$ cat src/rtl/aes_pkg.sv
// Shared constants and types for the AES output-side block collector.
// Frames are NBLK cipher blocks packed with the first-received block in the MSBs.
package aes_pkg;

    localparam int BLK_W   = 128;
    localparam int NBLK    = 4;
    localparam int FRAME_W = BLK_W * NBLK;
    localparam int SEQ_W   = 8;
    localparam int IDX_W   = $clog2(NBLK);

    typedef enum logic [1:0] {
        BANK_EMPTY   = 2'd0,
        BANK_FILLING = 2'd1,
        BANK_FULL    = 2'd2
    } bank_state_e;

endpackage

$ cat src/rtl/aes_block_collector_if.sv
// Block-in / frame-out bus of the collector, plus per-bank state for observation.
interface aes_block_collector_if;
    import aes_pkg::*;

    // Both channels: a transfer happens on a rising edge where valid && ready.
    // The sender holds data stable while valid is high and ready is low.
    logic               in_valid;
    logic               in_ready;
    logic [BLK_W-1:0]   in_data;
    logic               out_valid;
    logic               out_ready;
    logic [FRAME_W-1:0] out_data;
    logic [SEQ_W-1:0]   out_seq;
    logic               clr;
    logic [1:0]         dbg_bank0_st;
    logic [1:0]         dbg_bank1_st;

    modport master (
        output clr, in_valid, in_data, out_ready,
        input  in_ready, out_valid, out_data, out_seq, dbg_bank0_st, dbg_bank1_st
    );

    modport slave (
        input  clr, in_valid, in_data, out_ready,
        output in_ready, out_valid, out_data, out_seq, dbg_bank0_st, dbg_bank1_st
    );

endinterface

$ cat src/rtl/aes_collector_bank.sv
// One frame bank: NBLK slot registers and an EMPTY/FILLING/FULL state machine.
// The owner guarantees wr_en is never raised while the bank is FULL.
module aes_collector_bank
    import aes_pkg::*;
(
    input  logic               CLK,
    input  logic               RST,
    input  logic               wr_en,
    input  logic [IDX_W-1:0]   wr_idx,
    input  logic [BLK_W-1:0]   wr_data,
    input  logic               clr_partial,
    input  logic               pop,
    output logic [FRAME_W-1:0] frame,
    output logic               full,
    output logic [1:0]         state
);

    localparam logic [1:0] ST_EMPTY   = BANK_EMPTY;
    localparam logic [1:0] ST_FILLING = BANK_FILLING;
    localparam logic [1:0] ST_FULL    = BANK_FULL;

    logic [1:0]       state_q;
    logic [BLK_W-1:0] slot_q [NBLK];

    always_ff @(posedge CLK or posedge RST) begin
        if (RST) begin
            state_q <= ST_EMPTY;
            for (int k = 0; k < NBLK; k++) begin
                slot_q[k] <= '0;
            end
        end else begin
            if (wr_en) begin
                slot_q[wr_idx] <= wr_data;
                state_q        <= (wr_idx == IDX_W'(NBLK - 1)) ? ST_FULL : ST_FILLING;
            end else if (pop && (state_q == ST_FULL)) begin
                state_q <= ST_EMPTY;
            end else if (clr_partial && (state_q == ST_FILLING)) begin
                // Slot contents are left in place; they are overwritten before the bank fills again.
                state_q <= ST_EMPTY;
            end
        end
    end

    always_comb begin
        frame = '0;
        for (int k = 0; k < NBLK; k++) begin
            frame[FRAME_W-1-k*BLK_W -: BLK_W] = slot_q[k];
        end
    end

    assign full  = (state_q == ST_FULL);
    assign state = state_q;

endmodule

$ cat src/rtl/aes_block_collector.sv
// Packs NBLK cipher blocks into one frame using two ping-pong banks, so the core
// can keep filling one bank while the consumer holds the frame in the other.
module aes_block_collector
    import aes_pkg::*;
(
    input  logic                 CLK,
    input  logic                 RST,
    aes_block_collector_if.slave bus
);

    logic               wr_bank_q;
    logic               rd_bank_q;
    logic [IDX_W-1:0]   wr_idx_q;
    logic [SEQ_W-1:0]   seq_q;
    logic [FRAME_W-1:0] held_q;
    logic [FRAME_W-1:0] frame [2];
    logic               full [2];
    logic [1:0]         bank_st [2];
    logic               accept;
    logic               pop;

    // in_ready never looks at out_ready: a bank freed by a pop is writable one cycle later.
    assign bus.in_ready  = !RST && !full[wr_bank_q] && !bus.clr;
    assign accept        = bus.in_valid && bus.in_ready;
    assign bus.out_valid = full[rd_bank_q];
    assign pop           = bus.out_valid && bus.out_ready;
    assign bus.out_data  = bus.out_valid ? frame[rd_bank_q] : held_q;
    assign bus.out_seq   = seq_q;

    for (genvar b = 0; b < 2; b++) begin : g_bank
        aes_collector_bank u_bank (
            .CLK         (CLK),
            .RST         (RST),
            .wr_en       (accept && (wr_bank_q == 1'(b))),
            .wr_idx      (wr_idx_q),
            .wr_data     (bus.in_data),
            .clr_partial (bus.clr && (wr_bank_q == 1'(b))),
            .pop         (pop && (rd_bank_q == 1'(b))),
            .frame       (frame[b]),
            .full        (full[b]),
            .state       (bank_st[b])
        );
    end

    always_ff @(posedge CLK or posedge RST) begin
        if (RST) begin
            wr_bank_q <= 1'b0;
            rd_bank_q <= 1'b0;
            wr_idx_q  <= '0;
            seq_q     <= '0;
            held_q    <= '0;
        end else begin
            if (bus.clr) begin
                wr_idx_q <= '0;
            end else if (accept) begin
                if (wr_idx_q == IDX_W'(NBLK - 1)) begin
                    wr_idx_q  <= '0;
                    wr_bank_q <= ~wr_bank_q;
                end else begin
                    wr_idx_q <= wr_idx_q + 1'b1;
                end
            end
            // Keeps the last presented frame on out_data once out_valid drops.
            if (bus.out_valid) begin
                held_q <= frame[rd_bank_q];
            end
            if (pop) begin
                rd_bank_q <= ~rd_bank_q;
                seq_q     <= seq_q + 1'b1;
            end
        end
    end

    assign bus.dbg_bank0_st = bank_st[0];
    assign bus.dbg_bank1_st = bank_st[1];

endmodule

$ cat src/flat_wrapper.sv
// flat-port wrapper written by rule: the top's interface ports become plain ports
module aes_block_collector_flat import aes_pkg::*;
  (CLK, RST, bus_clr, bus_in_valid, bus_in_data, bus_out_ready, bus_in_ready, bus_out_valid, bus_out_data, bus_out_seq, bus_dbg_bank0_st, bus_dbg_bank1_st);
  aes_block_collector_if bus_i ();
  input  logic CLK;
  input  logic RST;
  input wire logic [$bits(bus_i.clr)-1:0] bus_clr;
  input wire logic [$bits(bus_i.in_valid)-1:0] bus_in_valid;
  input wire logic [$bits(bus_i.in_data)-1:0] bus_in_data;
  input wire logic [$bits(bus_i.out_ready)-1:0] bus_out_ready;
  output wire logic [$bits(bus_i.in_ready)-1:0] bus_in_ready;
  output wire logic [$bits(bus_i.out_valid)-1:0] bus_out_valid;
  output wire logic [$bits(bus_i.out_data)-1:0] bus_out_data;
  output wire logic [$bits(bus_i.out_seq)-1:0] bus_out_seq;
  output wire logic [$bits(bus_i.dbg_bank0_st)-1:0] bus_dbg_bank0_st;
  output wire logic [$bits(bus_i.dbg_bank1_st)-1:0] bus_dbg_bank1_st;
  assign bus_i.clr = bus_clr;
  assign bus_i.in_valid = bus_in_valid;
  assign bus_i.in_data = bus_in_data;
  assign bus_i.out_ready = bus_out_ready;
  assign bus_in_ready = bus_i.in_ready;
  assign bus_out_valid = bus_i.out_valid;
  assign bus_out_data = bus_i.out_data;
  assign bus_out_seq = bus_i.out_seq;
  assign bus_dbg_bank0_st = bus_i.dbg_bank0_st;
  assign bus_dbg_bank1_st = bus_i.dbg_bank1_st;
  aes_block_collector u_core (.CLK(CLK), .RST(RST), .bus(bus_i));
endmodule
$ cat config.mk
export PLATFORM = sky130hd
export DESIGN_NAME = aes_block_collector_flat
export DESIGN_NICKNAME = d
export VERILOG_FILES = /design/src/rtl/aes_pkg.sv /design/src/rtl/aes_block_collector_if.sv /design/src/rtl/aes_collector_bank.sv /design/src/rtl/aes_block_collector.sv /design/src/flat_wrapper.sv
export SDC_FILE = /design/constraint.sdc
export NUM_CORES = 2
export LEC_CHECK = 0
export BUFFER_PORTS_ARGS = -buffer_cell sky130_fd_sc_hd__buf_2
export CAP_MARGIN = 0
export CORE_UTILIZATION = 30
export DETAILED_ROUTE_END_ITERATION = 12
export SLEW_MARGIN = 15
export SYNTH_ARGS = -nofsm -noshare
export SYNTH_HDL_FRONTEND = slang
export SYNTH_SLANG_ARGS = --single-unit
$ cat constraint.sdc
create_clock -name CLK -period 54.5 [get_ports CLK]
set_input_delay 13.625 -clock CLK [delete_from_list [all_inputs] [get_ports CLK]]
set_output_delay 13.625 -clock CLK [all_outputs]
set_load 0.05 [all_outputs]
==> results.json <==
{
  "nets": 4706,
  "h-tree-depth": 4,
  "placementRows": 170,
  "crit_fanout": 4,
  "critPathRequiredTime_ns": 40.88,
  "viasPerCell": 4.62,
  "grt_max_degree": 159,
  "yosys.area.top_type": "dfrtp_1",
  "num-fill-cells": 20446,
  "worstMarginPinSlew_ns": 1.13,
  "hold_depth": 1,
  "grt_first_pass_wirelength_mm": 254,
  "place.gp.congestion": 0.748,
  "synth_area_leaders": "dfrtp_1, mux2_2, mux2_4",
  "relSlewSlack_pct": 24.7,
  "grt_pass1_vias": 37601,
  "die_area_mm2": 0.220,
  "drt-initial-drc-count": 1653,
  "drv_slew": 0,
  "postCtsSetupBuffers": 0,
  "synth_seq_area_share_pct": 59.5,
  "syn_avg_cell_area_um2": 16.7,
  "crit_start": "RST",
  "grt_setup_unrepaired": "no",
  "ys_seq_elements": 1552,
  "reg2reg_slack_ns": 47.69,
  "core_area_mm2": 0.215,
  "cts_tree": "built",
  "utilization_pct": 35.7,
  "syn_inst": 3903,
  "path_cells": "buf_2 -> a2111oi_0 -> buf_2",
  "die_w_um": 469,
  "setup_viol": 0,
  "pin_count": 659,
  "hp-class": "flip-flop to flip-flop",
  "synth_edf_count": 0,
  "timing.final.crit_share_pct": 51.5,
  "p_leak_uw": 0.0405,
  "timing.rr.start": "u_core.rd_bank_q",
  "wl_mm": 170,
  "slowest_stage": "a2111oi_0",
  "cpMostUsedCell": "buf_2",
  "yosysWarnings": 0,
  "synth_top_area_share_pct": 59.5,
  "cap_viol_max_count": 0,
  "critPathKind": "input port to primary output",
  "ff2ff_path_depth": 7,
  "area_delta_synth_final_pct": 17.8,
  "drc_errors": 0,
  "hpwlAfterDp_mm": 105,
  "clkTransAtPathRegs_ns": 0.06,
  "pre_cts_ws_ns": 26.42,
  "cts_max_path_buffers": 3,
  "arrival_ns": 14.47,
  "ff_latch_area_mm2": 0.0388,
  "synth_cell_types": 36,
  "multi_input_area_mm2": 0.0248,
  "power_density_mw_per_mm2": 35.8,
  "overflow": 0,
  "cts_made_buffers": 172,
  "max_stage_delay_ns": 0.36,
  "grt_antenna_before_repair": 15,
  "ctsRootBufferMaster": "clkbuf_16",
  "hold_buffers": 0,
  "min_to": "u_core.bus.out_seq[7]",
  "clock-sinks": 1552,
  "finClkSkew_ns": 0.0271,
  "drive_above_1_share_pct": 64.6,
  "netlist_area_mm2": 0.0653,
  "hold_viol": 0,
  "max_freq_mhz": 35.6,
  "setup_ws_ns": 26.41,
  "r2r-end": "u_core.held_q[148]",
  "cts-resized-gates": 0,
  "vias": 34854,
  "die-height_um": 469,
  "setup-tns-final_ns": 0,
  "ir_drop_v": 0.0000320,
  "timing.hold.worst.start": "u_core.bus.out_seq[7]",
  "wl_per_cell_um": 22.5,
  "dr.pass1.iters": 4,
  "gr-usage-all-layers_pct": 15.4,
  "synthTopCellsByCount": "mux2_2, dfrtp_1, mux2_4, buf_6, buf_2",
  "setup.worst_path.end_class": "primary output",
  "io_buffers": 658,
  "synthArstFlopShare_pct": 100,
  "syn_nets": 4041,
  "detail-route-antenna-nets": 0,
  "period_needed_ns": 28.09,
  "synthFlopType": "dfrtp_1",
  "synth.most_common_cell": "mux2_2",
  "crit_path_start_kind": "input port",
  "initial_core_util_pct": 30.3,
  "outcome": "completed",
  "clock_latency_ns": 0.83
}
[where the power goes]
group	leakage [uW]	internal [uW]	switching [uW]
logic	0.0165	144	116
clock network	0.00291	717	493
registers	0.0211	1240	44.9
[state kept, by name, summed over array words and instances (netlist names)]
register / flops
u_core.bus.out_seq: 8
u_core.g_bank.u_bank.frame: 1024
u_core.g_bank.u_bank.state: 4
u_core.held_q: 512
u_core.rd_bank_q: 1
u_core.wr_bank_q: 1
u_core.wr_idx_q: 2
[through the flow]
stage / hold WS [ns] / cells / area, um2 / power [uW]
finish: 0.470 / 7552 / 76900 / 2760
global route: 0.498 / 7551 / 76900 / 2870
CTS: 0.474 / 7549 / 76900 / 2800
detailed placement: 0.466 / 7232 / 71000 / 1570
global placement: 0.466 / 7232 / 71000 / 1560
floorplan: 0.459 / 3903 / 65300 / 1500
[placed cells by master (no fill, tap or decap), types with 4 or more instances in the layout]
| cell type | n |
|---|---|
| dfrtp_1 | 1551 |
| mux2_1 | 17 |
| inv_16 | 4 |
| clkbuf_1 | 37 |
| mux2_2 | 1733 |
| inv_1 | 7 |
| xor2_1 | 7 |
| clkinv_2 | 25 |
| clkbuf_8 | 40 |
| buf_4 | 55 |
| clkbuf_16 | 174 |
| buf_12 | 6 |
| o21ai_0 | 4 |
| clkinvlp_4 | 5 |
| bufinv_16 | 15 |
| mux2_4 | 300 |
| ha_1 | 5 |
| buf_2 | 658 |
| nand4_1 | 7 |
| nand2_1 | 5 |
| inv_6 | 14 |
| a21oi_1 | 6 |
[cells by family after synthesis]
logic type / count (synthesis) / share of synthesized area (%)
mux: 2051 / 37.1
xor+xnor: 7 / 0.0939
flops: 1552 / 59.5
buf+inv: 236 / 2.65
compound gates: 21 / 0.234
fa+ha+maj: 5 / 0.0958
simple gates: 31 / 0.374
[routing by layer]
layer | share of wire, % | vias up | global-route usage, %
li1 | - | 15377 | -
met1 | 44 | 18487 | 20.0
met2 | 46 | 704 | 24.2
met3 | 6.5 | 262 | 4.82
met4 | 2.8 | 24 | 4.90
met5 | 0.086 | - | 0
[layout make-up]
cell class	count	area share [%]
inverters	8	0.0439
clock buffers	251	6.56
well taps	2838	4.62
multi-input cells	2115	32.2
repair buffers	719	4.98
clock inverters	66	1.11
flip-flops and latches	1552	50.5
diodes	3	0.00976
[worst max-delay path, delay by kind of cell]
family          cells  cell delay (ns)
buf+inv             2             0.48
compound gates      1             0.36
[how the worst max path moves through the flow]
stage	depth (start not counted)	slack (ns)	end
2_1_floorplan	1	19.38	u_core.bus.out_seq[0]
3_3_place_gp	3	26.40	bus_in_ready
3_5_place_dp	3	26.42	bus_in_ready
4_1_cts	3	26.41	bus_in_ready
5_1_grt	3	26.37	bus_in_ready
6_report	3	26.41	bus_in_ready
Power figures use the tool's default switching activity.
